`src/rtl/ext_mem_l2_sched_if.sv`:
```
// Bundle of the L1 back-end buses, the L2 native front-end and the invalidate handshake
// shared by the L2 scheduler. The slave modport is the scheduler's view; the master modport is its environment's view.
interface ext_mem_l2_sched_if #(
  parameter int unsigned N_MASTERS = 2,
  parameter int unsigned ADDR_W    = 32,
  parameter int unsigned DATA_W    = 32
);
  localparam int unsigned STRB_W = DATA_W / 8;

  logic [N_MASTERS-1:0]        m_valid;
  logic [N_MASTERS*ADDR_W-1:0] m_addr;
  logic [N_MASTERS*DATA_W-1:0] m_wdata;
  logic [N_MASTERS*STRB_W-1:0] m_wstrb;
  logic [N_MASTERS*DATA_W-1:0] m_rdata;
  logic [N_MASTERS-1:0]        m_ready;
  logic                        s_valid;
  logic [ADDR_W-1:0]           s_addr;
  logic [DATA_W-1:0]           s_wdata;
  logic [STRB_W-1:0]           s_wstrb;
  logic [DATA_W-1:0]           s_rdata;
  logic                        s_ready;
  logic                        inv_req;
  logic                        wtb_empty;
  logic                        s_force_inv;
  logic                        inv_ack;
  logic                        busy;

  modport slave (
    input  m_valid, m_addr, m_wdata, m_wstrb, s_rdata, s_ready, inv_req, wtb_empty,
    output m_rdata, m_ready, s_valid, s_addr, s_wdata, s_wstrb, s_force_inv, inv_ack, busy
  );

  modport master (
    output m_valid, m_addr, m_wdata, m_wstrb, s_rdata, s_ready, inv_req, wtb_empty,
    input  m_rdata, m_ready, s_valid, s_addr, s_wdata, s_wstrb, s_force_inv, inv_ack, busy
  );
endinterface

```
`src/rtl/ext_mem_l2_sched.sv`:
```
// Round-robin scheduler of the shared L2 native front-end with per-transaction grant locking,
// plus the invalidate sequence (block grants, drain write-through buffer, pulse force-invalidate).
module ext_mem_l2_sched #(
  parameter int unsigned N_MASTERS = 2,
  parameter int unsigned ADDR_W    = 32,
  parameter int unsigned DATA_W    = 32
) (
  input  logic                   clk,
  input  logic                   rst,
  ext_mem_l2_sched_if.slave      bus
);
  localparam int unsigned GW   = (N_MASTERS > 1) ? $clog2(N_MASTERS) : 1;
  localparam int unsigned SW   = DATA_W / 8;

  localparam logic [1:0] S_IDLE  = 2'd0;
  localparam logic [1:0] S_BUSY  = 2'd1;
  localparam logic [1:0] S_DRAIN = 2'd2;
  localparam logic [1:0] S_INV   = 2'd3;

  logic [1:0]    state_q, state_d;
  logic [GW-1:0] grant_q, grant_d;
  logic [GW-1:0] rr_q, rr_d;
  logic          inv_pending_q, inv_pending_d;
  logic          found;
  logic [GW-1:0] sel;

  always_ff @(posedge clk) begin
    if (rst) begin
      state_q       <= S_IDLE;
      grant_q       <= '0;
      rr_q          <= '0;
      inv_pending_q <= 1'b0;
    end else begin
      state_q       <= state_d;
      grant_q       <= grant_d;
      rr_q          <= rr_d;
      inv_pending_q <= inv_pending_d;
    end
  end

  // Round-robin pick: first valid at or above the pointer, else lowest valid below it
  always_comb begin
    found = 1'b0;
    sel   = '0;
    for (int i = 0; i < int'(N_MASTERS); i++) begin
      if (!found && bus.m_valid[i] && (GW'(i) >= rr_q)) begin
        found = 1'b1;
        sel   = GW'(i);
      end
    end
    for (int i = 0; i < int'(N_MASTERS); i++) begin
      if (!found && bus.m_valid[i]) begin
        found = 1'b1;
        sel   = GW'(i);
      end
    end
  end

  always_comb begin
    state_d       = state_q;
    grant_d       = grant_q;
    rr_d          = rr_q;
    inv_pending_d = inv_pending_q | bus.inv_req;
    case (state_q)
      S_IDLE: begin
        if (inv_pending_q || bus.inv_req) begin
          state_d = S_DRAIN;
        end else if (found) begin
          grant_d = sel;
          state_d = S_BUSY;
        end
      end
      S_BUSY: begin
        if (bus.s_ready) begin
          rr_d    = (grant_q == GW'(N_MASTERS - 1)) ? '0 : grant_q + GW'(1);
          state_d = S_IDLE;
        end
      end
      S_DRAIN: begin
        if (bus.wtb_empty) state_d = S_INV;
      end
      S_INV: begin
        inv_pending_d = 1'b0;
        state_d       = S_IDLE;
      end
      default: state_d = S_IDLE;
    endcase
  end

  // Front-end mux and completion routing; everything reads zero outside BUSY
  always_comb begin
    bus.s_valid     = (state_q == S_BUSY);
    bus.s_addr      = '0;
    bus.s_wdata     = '0;
    bus.s_wstrb     = '0;
    bus.m_ready     = '0;
    bus.s_force_inv = (state_q == S_INV);
    bus.inv_ack     = (state_q == S_INV);
    bus.busy        = (state_q != S_IDLE);
    for (int i = 0; i < int'(N_MASTERS); i++) begin
      if ((state_q == S_BUSY) && (grant_q == GW'(i))) begin
        bus.s_addr     = bus.m_addr[i*ADDR_W +: ADDR_W];
        bus.s_wdata    = bus.m_wdata[i*DATA_W +: DATA_W];
        bus.s_wstrb    = bus.m_wstrb[i*SW +: SW];
        bus.m_ready[i] = bus.s_ready;
      end
    end
  end

  assign bus.m_rdata = {N_MASTERS{bus.s_rdata}};

endmodule

```
`src/flat_wrapper.sv`:
```
// flat-port wrapper written by rule: the top's interface ports become plain ports
module ext_mem_l2_sched_flat 
#(
  parameter int unsigned N_MASTERS = 2,
  parameter int unsigned ADDR_W    = 32,
  parameter int unsigned DATA_W    = 32
)
  (clk, rst, bus_m_valid, bus_m_addr, bus_m_wdata, bus_m_wstrb, bus_s_rdata, bus_s_ready, bus_inv_req, bus_wtb_empty, bus_m_rdata, bus_m_ready, bus_s_valid, bus_s_addr, bus_s_wdata, bus_s_wstrb, bus_s_force_inv, bus_inv_ack, bus_busy);
  ext_mem_l2_sched_if #(.N_MASTERS(N_MASTERS), .ADDR_W(ADDR_W), .DATA_W(DATA_W)) bus_i ();
  input  logic clk;
  input  logic rst;
  input wire logic [$bits(bus_i.m_valid)-1:0] bus_m_valid;
  input wire logic [$bits(bus_i.m_addr)-1:0] bus_m_addr;
  input wire logic [$bits(bus_i.m_wdata)-1:0] bus_m_wdata;
  input wire logic [$bits(bus_i.m_wstrb)-1:0] bus_m_wstrb;
  input wire logic [$bits(bus_i.s_rdata)-1:0] bus_s_rdata;
  input wire logic [$bits(bus_i.s_ready)-1:0] bus_s_ready;
  input wire logic [$bits(bus_i.inv_req)-1:0] bus_inv_req;
  input wire logic [$bits(bus_i.wtb_empty)-1:0] bus_wtb_empty;
  output wire logic [$bits(bus_i.m_rdata)-1:0] bus_m_rdata;
  output wire logic [$bits(bus_i.m_ready)-1:0] bus_m_ready;
  output wire logic [$bits(bus_i.s_valid)-1:0] bus_s_valid;
  output wire logic [$bits(bus_i.s_addr)-1:0] bus_s_addr;
  output wire logic [$bits(bus_i.s_wdata)-1:0] bus_s_wdata;
  output wire logic [$bits(bus_i.s_wstrb)-1:0] bus_s_wstrb;
  output wire logic [$bits(bus_i.s_force_inv)-1:0] bus_s_force_inv;
  output wire logic [$bits(bus_i.inv_ack)-1:0] bus_inv_ack;
  output wire logic [$bits(bus_i.busy)-1:0] bus_busy;
  assign bus_i.m_valid = bus_m_valid;
  assign bus_i.m_addr = bus_m_addr;
  assign bus_i.m_wdata = bus_m_wdata;
  assign bus_i.m_wstrb = bus_m_wstrb;
  assign bus_i.s_rdata = bus_s_rdata;
  assign bus_i.s_ready = bus_s_ready;
  assign bus_i.inv_req = bus_inv_req;
  assign bus_i.wtb_empty = bus_wtb_empty;
  assign bus_m_rdata = bus_i.m_rdata;
  assign bus_m_ready = bus_i.m_ready;
  assign bus_s_valid = bus_i.s_valid;
  assign bus_s_addr = bus_i.s_addr;
  assign bus_s_wdata = bus_i.s_wdata;
  assign bus_s_wstrb = bus_i.s_wstrb;
  assign bus_s_force_inv = bus_i.s_force_inv;
  assign bus_inv_ack = bus_i.inv_ack;
  assign bus_busy = bus_i.busy;
  ext_mem_l2_sched #(.N_MASTERS(N_MASTERS), .ADDR_W(ADDR_W), .DATA_W(DATA_W)) u_core (.clk(clk), .rst(rst), .bus(bus_i));
endmodule
```
`config.mk`:
```
export PLATFORM = sky130hd
export DESIGN_NAME = ext_mem_l2_sched_flat
export DESIGN_NICKNAME = d
export VERILOG_FILES = /design/src/rtl/ext_mem_l2_sched_if.sv /design/src/rtl/ext_mem_l2_sched.sv /design/src/flat_wrapper.sv
export SDC_FILE = /design/constraint.sdc
export NUM_CORES = 1
export LEC_CHECK = 0
export BUFFER_PORTS_ARGS = -buffer_cell sky130_fd_sc_hd__buf_4
export CAP_MARGIN = 20
export CORE_AREA = 5 5 119 121
export DETAILED_ROUTE_END_ITERATION = 10
export DIE_AREA = 0 0 124 126
export GPL_TIMING_DRIVEN = 0
export SLEW_MARGIN = 20
export SYNTH_ARGS = -nofsm -noshare
export SYNTH_HDL_FRONTEND = slang
export SYNTH_SLANG_ARGS = --single-unit
```
`constraint.sdc`:
```
create_clock -name clk -period 2 [get_ports clk]
set_input_delay 0.2 -clock clk [delete_from_list [all_inputs] [get_ports clk]]
set_output_delay 0.2 -clock clk [all_outputs]
set_load 0.02 [all_outputs]
```
==> results of run 1 <==
Yosys cell counts:
library cell	instances	area, µm²
nor2_1	72	270
mux2i_1	69	691
buf_4	66	495
buf_2	12	60.1
dfxtp_1	5	100
buf_6	3	33.8
nand2b_1	3	18.8
nor3_1	3	15.0
inv_1	2	7.51
nand3b_1	2	15.0
a211oi_1	1	7.51
a31oi_1	1	6.26
and2_1	1	6.26
nand3_1	1	5.00
nor4_2	1	12.5
o21ai_0	1	5.00
o21bai_1	1	7.51
or2_2	1	6.26
power by group through the flow:
| stage | clock network, W | logic [W] | registers, W |
|---|---|---|---|
| detailed placement | 0 | 0.000967 | 0.000120 |
| floorplan | 0 | 0.000488 | 0.000117 |
| global placement | 0 | 0.000959 | 0.000119 |
| CTS | 0.000335 | 0.000970 | 0.000118 |
| finish | 0.000332 | 0.000958 | 0.000118 |
| global route | 0.000345 | 0.00103 | 0.000120 |
routing by layer:
metal / up-vias / share of wire [%] / GRT usage, %
met4: 0 / 1.2 / 1.61
met1: 1080 / 34 / 11.3
met3: 8 / 13 / 2.24
met5: - / 0 / 0
li1: 1303 / - / -
met2: 156 / 52 / 19.8
critical path, cell delays in order, from the launching register on:
cell and delay (ps):
dfxtp_1 290, buf_2 200, buf_2 340, mux2i_1 260, nor2_1 60, buf_4 160
through the flow:
stage	instances	power [W]	hold WS, ps	utilization (%)
after global placement	701	0.00108	414	31.5
final	705	0.00141	177	32.1
after floorplan	245	0.000605	269	-
after global routing	705	0.00149	190	32.1
after detailed placement	701	0.00109	415	31.5
after CTS	705	0.00142	177	32.1
flip-flops by register name, summed over array words and instances (netlist names):
register / flops
u_core.rr_q: 1
u_core.state_q: 2
u_core.inv_pending_q: 1
u_core.grant_q: 1
worst min-delay path by stage:
stage	start	to	depth (start not counted)
after floorplan	rst	u_core.state_q[0]	1
after global placement	rst	u_core.state_q[0]	2
after detailed placement	rst	u_core.state_q[0]	2
after CTS	rst	u_core.state_q[0]	2
after global routing	rst	u_core.state_q[0]	2
final	rst	u_core.state_q[0]	2
kinds of logic after synthesis:
group | synth area share (%)
flops | 5.68
simple gates | 19.8
compound gates | 1.49
buf+inv | 33.9
mux | 39.2
final cells by class:
type,instances,area share [%]
Buffer,81,14.2
Clock buffer,4,1.89
Inverter,2,0.180
Multi-Input combinational cell,157,25.6
Sequential cell,5,2.40
Tap cell,176,5.29
Timing Repair Buffer,280,50.5
==> results.yml, run 1 <==
outcome:
  outcome: "complete, no violations"
critical_path:
  crit_required_ps: 1800
  crit_path_start_kind: "flip-flop"
  cp-endpoint: "bus_s_addr[29]"
  crit_type: "flip-flop to primary output"
  crit_arrival_ps: 1540
  cp_max_fo: 10
  ff2ff_setup_slack_ps: 770
  rr_worst_depth: 5
  end_kind: "primary output"
  r2r_end: "u_core.grant_q"
  crit_start: "u_core.grant_q"
  rr_startpoint: "u_core.grant_q"
global_route:
  grt-ovfl-total: 0
  antenna_found_initial: 0
  track_usage_pct: 10.2
  grt_max_degree: 11
  grt_pass1_wl_um: 13000
  first_global_vias: 2614
floorplan:
  start_util_pct: 13.6
  die_width_um: 124
  pin_count: 313
  rows: 42
  die_area_um2: 15600
  core_area_um2: 13000
  die_y_um: 126
placement:
  place_ws_ps: 392
  portBuffers: 280
  dp_hpwl_um: 8210
  place_congestion: 0.795
  place_area_um2: 4090
timing:
  tns_ps: 0
  fmax_ghz: 0.573
  worst_slew_pin_slew_ps: 299
  post-route-period-util_pct: 87.2
  post-route-min-period_ps: 1740
  setup_viol: 0
  clock_skew_ps: 0.154
  final-max-slew-violation-count: 0
  fin_ws_ps: 256
  rsz0062_at_grt: "false"
  relSlewSlack_pct: 79.9
  hold_viol: 0
synthesis:
  syn_nets: 420
  syn_avg_cell_area_um2: 7.20
  synth_cells: 245
  syn_area_um2: 1760
  synth-seq-area-share_pct: 5.68
  synth_seq_cells: 5
  ys_warn_count: 0
  synthDistinctLibCells: 18
routing:
  viasPerCell: 3.61
  drc: 0
  dr.pass1.iters: 4
  ant_nets: 0
  drt_iter0_drc: 39
  routed_wirelength_um: 9360
  vias: 2547
  routedWlPerCell_um: 13.3
pwr:
  p_clk_share_pct: 23.6
  p_sw_w: 0.000505
  p_comb_share_pct: 68.0
  p_leak_nw: 2.16
  p_int_w: 0.000903
  max-vdd-ir-drop_uv: 374
  swShare_pct: 35.8
  power_frac_seq_pct: 8.4
  power_density_nw_per_um2: 338
finish:
  insertedDiodeCount: 0
  layout-drive-gt1-share_pct: 69.2
  final_common_cell: "buf_4"
  fin_nets: 705
  final_area_um2: 4160
  layout_common_cells: "buf_4 (346), nor2_1 (72), mux2i_1 (69), buf_2 (12), dfxtp_1 (5)"
  fill_cells: 1400
  regArea_um2: 100
  multi_input_area_um2: 1070
  syn2layout_area_growth_pct: 136
clocking:
  clkSlewWorstSetupHoldPaths_ps: 30
  cts_sinks: 5
  clockBufferDepth: 2
  post_cts_buffers: 0
  cts_tree: "built"
  cts-hold-fix-buffers: 0
  clk_latency_ps: 230
  root_buffer: "clkbuf_16"
  cts_buffers: 3
  htreeDepth: 1
  cts.repair.resized: 0
worst_hold_path:
  hold_path_class: "input port to flip-flop"
job:
  cap_violations: 0
Note: power is estimated with default switching activity, not from simulation.
==> run 2, diff against run 1 <==
--- a/config.mk
+++ b/config.mk
@@ -11,6 +11,7 @@
 export DETAILED_ROUTE_END_ITERATION = 10
 export DIE_AREA = 0 0 124 126
 export GPL_TIMING_DRIVEN = 0
+export MAX_ROUTING_LAYER = met4
 export SLEW_MARGIN = 20
 export SYNTH_ARGS = -nofsm -noshare
 export SYNTH_HDL_FRONTEND = slang
==> results.yml, run 2 (synthesis gave the netlist of run 1 again) <==
placement:
  place_congestion: 0.806
  portBuffers: 280
  place_ws_ps: 392
  place_inst: 701
  dp_hpwl_um: 8210
  place_area_um2: 4090
clocking:
  cts_tree: "built"
  cts_buffers: 3
  htreeDepth: 1
  cts-hold-fix-buffers: 0
  post_cts_buffers: 0
  clk_latency_ps: 230
  cts_sinks: 5
  clkSlewWorstSetupHoldPaths_ps: 30
  clockBufferDepth: 2
  root_buffer: "clkbuf_16"
  cts.repair.resized: 0
finish:
  final_common_cell: "buf_4"
  largest_reg_flops: 2
  fill_cells: 1400
  fin_nets: 705
  fin_cells: 705
  layout_common_cells: "buf_4 (346), nor2_1 (72), mux2i_1 (69), buf_2 (12), dfxtp_1 (5)"
  insertedDiodeCount: 0
  largest_register: "u_core.state_q"
  layout-drive-gt1-share_pct: 69.2
  final_area_um2: 4160
  syn2layout_area_growth_pct: 136
routing:
  viasPerCell: 3.61
  dr.pass1.iters: 4
  drc: 0
  ant_nets: 0
  drt_iter0_drc: 45
  routedWlPerCell_um: 13.3
  routed_wirelength_um: 9360
  vias: 2546
global_route:
  first_global_vias: 2610
  grt_pass1_wl_um: 13000
  grt_max_degree: 11
  track_usage_pct: 10.5
  grt-ovfl-total: 0
  antenna_found_initial: 0
timing:
  final-max-slew-violation-count: 0
  fmax_ghz: 0.573
  relSlewSlack_pct: 79.9
  clock_skew_ps: 0.127
  rsz0062_at_grt: "false"
  setup_viol: 0
  tns_ps: 0
  worst_slew_pin_slew_ps: 299
  post-route-period-util_pct: 87.2
  hold_viol: 0
  post-route-min-period_ps: 1740
  fin_ws_ps: 256
critical_path:
  ff2ff_setup_slack_ps: 770
  crit_path_start_kind: "flip-flop"
  slowest_stage: "buf_2"
  crit_arrival_ps: 1540
  end_kind: "primary output"
  crit_type: "flip-flop to primary output"
  cp_num_buf_inv: 3
  slowest_delay_ps: 340
  cp_max_fo: 10
  path_cells: "buf_2 > buf_2 > mux2i_1 > nor2_1 > buf_4"
  crit_required_ps: 1800
  crit_top_cell: "buf_2"
  cp_top_family: "buffers and inverters"
floorplan:
  rows: 42
  die_area_um2: 15600
  core_area_um2: 13000
  die_width_um: 124
  die_y_um: 126
  pin_count: 313
  start_util_pct: 13.6
pwr:
  power_frac_seq_pct: 8.4
  max-vdd-ir-drop_uv: 374
  power_density_nw_per_um2: 338
  p_int_w: 0.000903
  p_comb_share_pct: 68.0
  swShare_pct: 35.9
  p_sw_w: 0.000505
  p_clk_share_pct: 23.6
  p_leak_nw: 2.16
outcome:
  outcome: "complete, no violations"
worst_hold_path:
  hold_path_class: "input port to flip-flop"
job:
  cap_violations: 0
run 2: routing by layer:
metal / part of all wire (%) / global-route usage (%) / vias to the layer above / wire [µm]
li1: - / - / 1303 / -
met1: 34 / 11.4 / 1079 / 3170
met2: 52 / 19.8 / 156 / 4870
met3: 13 / 2.15 / 8 / 1210
met4: 1.2 / 1.61 / 0 / 110
met5: 0 / - / - / 0
run 2: area by class of cell:
class / instances / area [µm²] / share of cell area, %
inverter: 2 / 7.51 / 0.180
tap: 176 / 220 / 5.29
clock buffer: 4 / 78.8 / 1.89
sequential: 5 / 100 / 2.40
multi-input combinational: 157 / 1070 / 25.6
buffer: 81 / 589 / 14.2
timing repair buffer: 280 / 2100 / 50.5
run 2: power by group through the flow:
stage	sequential, W	combinational (W)	clock (W)
finish	0.000118	0.000958	0.000332
global route	0.000120	0.00103	0.000345
CTS	0.000118	0.000970	0.000335
detailed placement	0.000120	0.000967	0
global placement	0.000119	0.000959	0
floorplan	0.000117	0.000488	0
run 2: worst paths after layout:
kind	from	endpoint	cells past startpoint
hold reg to reg	u_core.rr_q	u_core.rr_q	2
hold / removal	rst	u_core.state_q[0]	2
setup reg to reg	u_core.grant_q	u_core.grant_q	5
setup / recovery	u_core.grant_q	bus_s_addr[29]	5
run 2: per-stage QoR:
step | util [%] | hold WS (ps) | total power (W)
2_1_floorplan | - | 269 | 0.000605
3_3_place_gp | 31.5 | 414 | 0.00108
3_5_place_dp | 31.5 | 415 | 0.00109
4_1_cts | 32.1 | 177 | 0.00142
5_1_grt | 32.1 | 190 | 0.00149
6_report | 32.1 | 177 | 0.00141
==> run 3, diff against run 2 <==
--- a/config.mk
+++ b/config.mk
@@ -12,6 +12,7 @@
 export DIE_AREA = 0 0 124 126
 export GPL_TIMING_DRIVEN = 0
 export MAX_ROUTING_LAYER = met4
+export REMOVE_ABC_BUFFERS = 1
 export SLEW_MARGIN = 20
 export SYNTH_ARGS = -nofsm -noshare
 export SYNTH_HDL_FRONTEND = slang
==> results.yml, run 3 (synthesis gave the netlist of run 1 again) <==
outcome:
  outcome: "complete, no violations"
global_route:
  antenna_found_initial: 0
  track_usage_pct: 11.6
  first_global_vias: 2257
  grt_pass1_wl_um: 13300
  grt-ovfl-total: 0
  grt_max_degree: 70
timing:
  final-max-slew-violation-count: 0
  setup_viol: 0
  fmax_ghz: 0.526
  relSlewSlack_pct: 69.0
  post-route-min-period_ps: 1900
  hold_viol: 0
  worst_slew_pin_slew_ps: 465
  clock_skew_ps: 3.31
  fin_ws_ps: 97.6
  rsz0062_at_grt: "false"
  post-route-period-util_pct: 95.1
critical_path:
  crit_arrival_ps: 1700
  crit_required_ps: 1800
  path_cells: "buf_12 > mux2i_1 > nor2_1 > buf_4"
  end_kind: "primary output"
  rr_worst_depth: 4
  cp_max_fo: 36
  slowest_delay_ps: 580
  crit_type: "flip-flop to primary output"
  crit_path_start_kind: "flip-flop"
  slowest_stage: "dfxtp_4"
floorplan:
  pin_count: 313
  rows: 42
  die_width_um: 124
  die_y_um: 126
  start_util_pct: 13.6
  die_area_um2: 15600
  core_area_um2: 13000
clocking:
  clockBufferDepth: 2
  cts_buffers: 3
  root_buffer: "clkbuf_16"
  clk_latency_ps: 230
  clkSlewWorstSetupHoldPaths_ps: 30
  cts_tree: "built"
  cts-hold-fix-buffers: 0
  htreeDepth: 1
  cts_sinks: 5
placement:
  place_congestion: 0.754
  dp_hpwl_um: 8590
  portBuffers: 216
  place_inst: 557
  place_ws_ps: 142
pwr:
  p_int_w: 0.000736
  p_comb_share_pct: 58.4
  p_clk_share_pct: 29.6
  power_density_nw_per_um2: 354
  swShare_pct: 34.4
  totalPowerFinal_w: 0.00112
  p_sw_w: 0.000386
  power_frac_seq_pct: 12.0
  max-vdd-ir-drop_uv: 435
  p_leak_nw: 1.49
worst_hold_path:
  holdPathStages: 2
  hold_path_class: "input port to flip-flop"
job:
  cap_violations: 0
routing:
  dr.pass1.iters: 4
  vias: 2192
  drt_iter0_drc: 56
  viasPerCell: 3.89
  routedWlPerCell_um: 18.9
  ant_nets: 0
  drc: 0
  routed_wirelength_um: 10600
finish:
  final_common_cell: "buf_4"
  largest_register: "u_core.state_q"
  layout_common_cells: "buf_4 (216), nor2_1 (72), mux2i_1 (69)"
  fin_util_pct: 24.4
  layout-drive-gt1-share_pct: 58.7
  insertedDiodeCount: 0
  largest_reg_flops: 2
  syn2layout_area_growth_pct: 79.7
  fin_cells: 563
  fin_nets: 563
run 3: worst paths after layout:
check	startpoint	endpoint	slack, ps
min	rst	u_core.state_q[0]	170
min reg2reg	u_core.rr_q	u_core.rr_q	510
max	u_core.grant_q	bus_s_wdata[12]	100
max reg2reg	u_core.state_q[1]	u_core.state_q[0]	570
run 3: what timing repair did:
item,CTS,global route
buffers inserted,1,0
setup endpoints to repair,22,56
resized for setup,0,2
cloned,0,1
hold endpoints to repair,0,0
run 3: worst max-delay path: cells and delay by family (launching register included):
| family | cells | cell delay, ps |
|---|---|---|
| mux | 1 | 320 |
| buf+inv | 2 | 470 |
| simple gates | 1 | 70 |
| flops | 1 | 580 |
run 3: power groups by stage:
| stage | Combinational, W | Clock (W) | Sequential, W |
|---|---|---|---|
| global route | 0.000705 | 0.000342 | 0.000138 |
| global placement | 0.000633 | 0 | 0.000148 |
| floorplan | 0.000268 | 0 | 0.000140 |
| finish | 0.000655 | 0.000332 | 0.000135 |
| CTS | 0.000653 | 0.000337 | 0.000130 |
| detailed placement | 0.000640 | 0 | 0.000136 |
run 3: routing by layer:
| layer | vias to the layer above | global-route usage [%] | wire, µm |
|---|---|---|---|
| met5 | - | - | 0 |
| met4 | 0 | 1.16 | 10 |
| met3 | 2 | 9.96 | 2060 |
| met2 | 192 | 16.1 | 4380 |
| met1 | 974 | 13.1 | 4190 |
| li1 | 1024 | - | - |
run 3: stage by stage:
step	TNS [ps]	cell area, µm²	hold slack [ps]
2_1_floorplan	-88440	1170	269
3_3_place_gp	-136920	3020	400
3_5_place_dp	0	3050	400
4_1_cts	0	3150	179
5_1_grt	0	3170	176
6_report	0	3170	173
run 3: cell type report:
type / count / area, µm²
Fill cell: 1424 / 9810
Timing Repair Buffer: 218 / 1670
Multi-Input combinational cell: 158 / 1090
Tap cell: 176 / 220
Sequential cell: 5 / 105
Clock buffer: 4 / 78.8
Inverter: 2 / 7.51
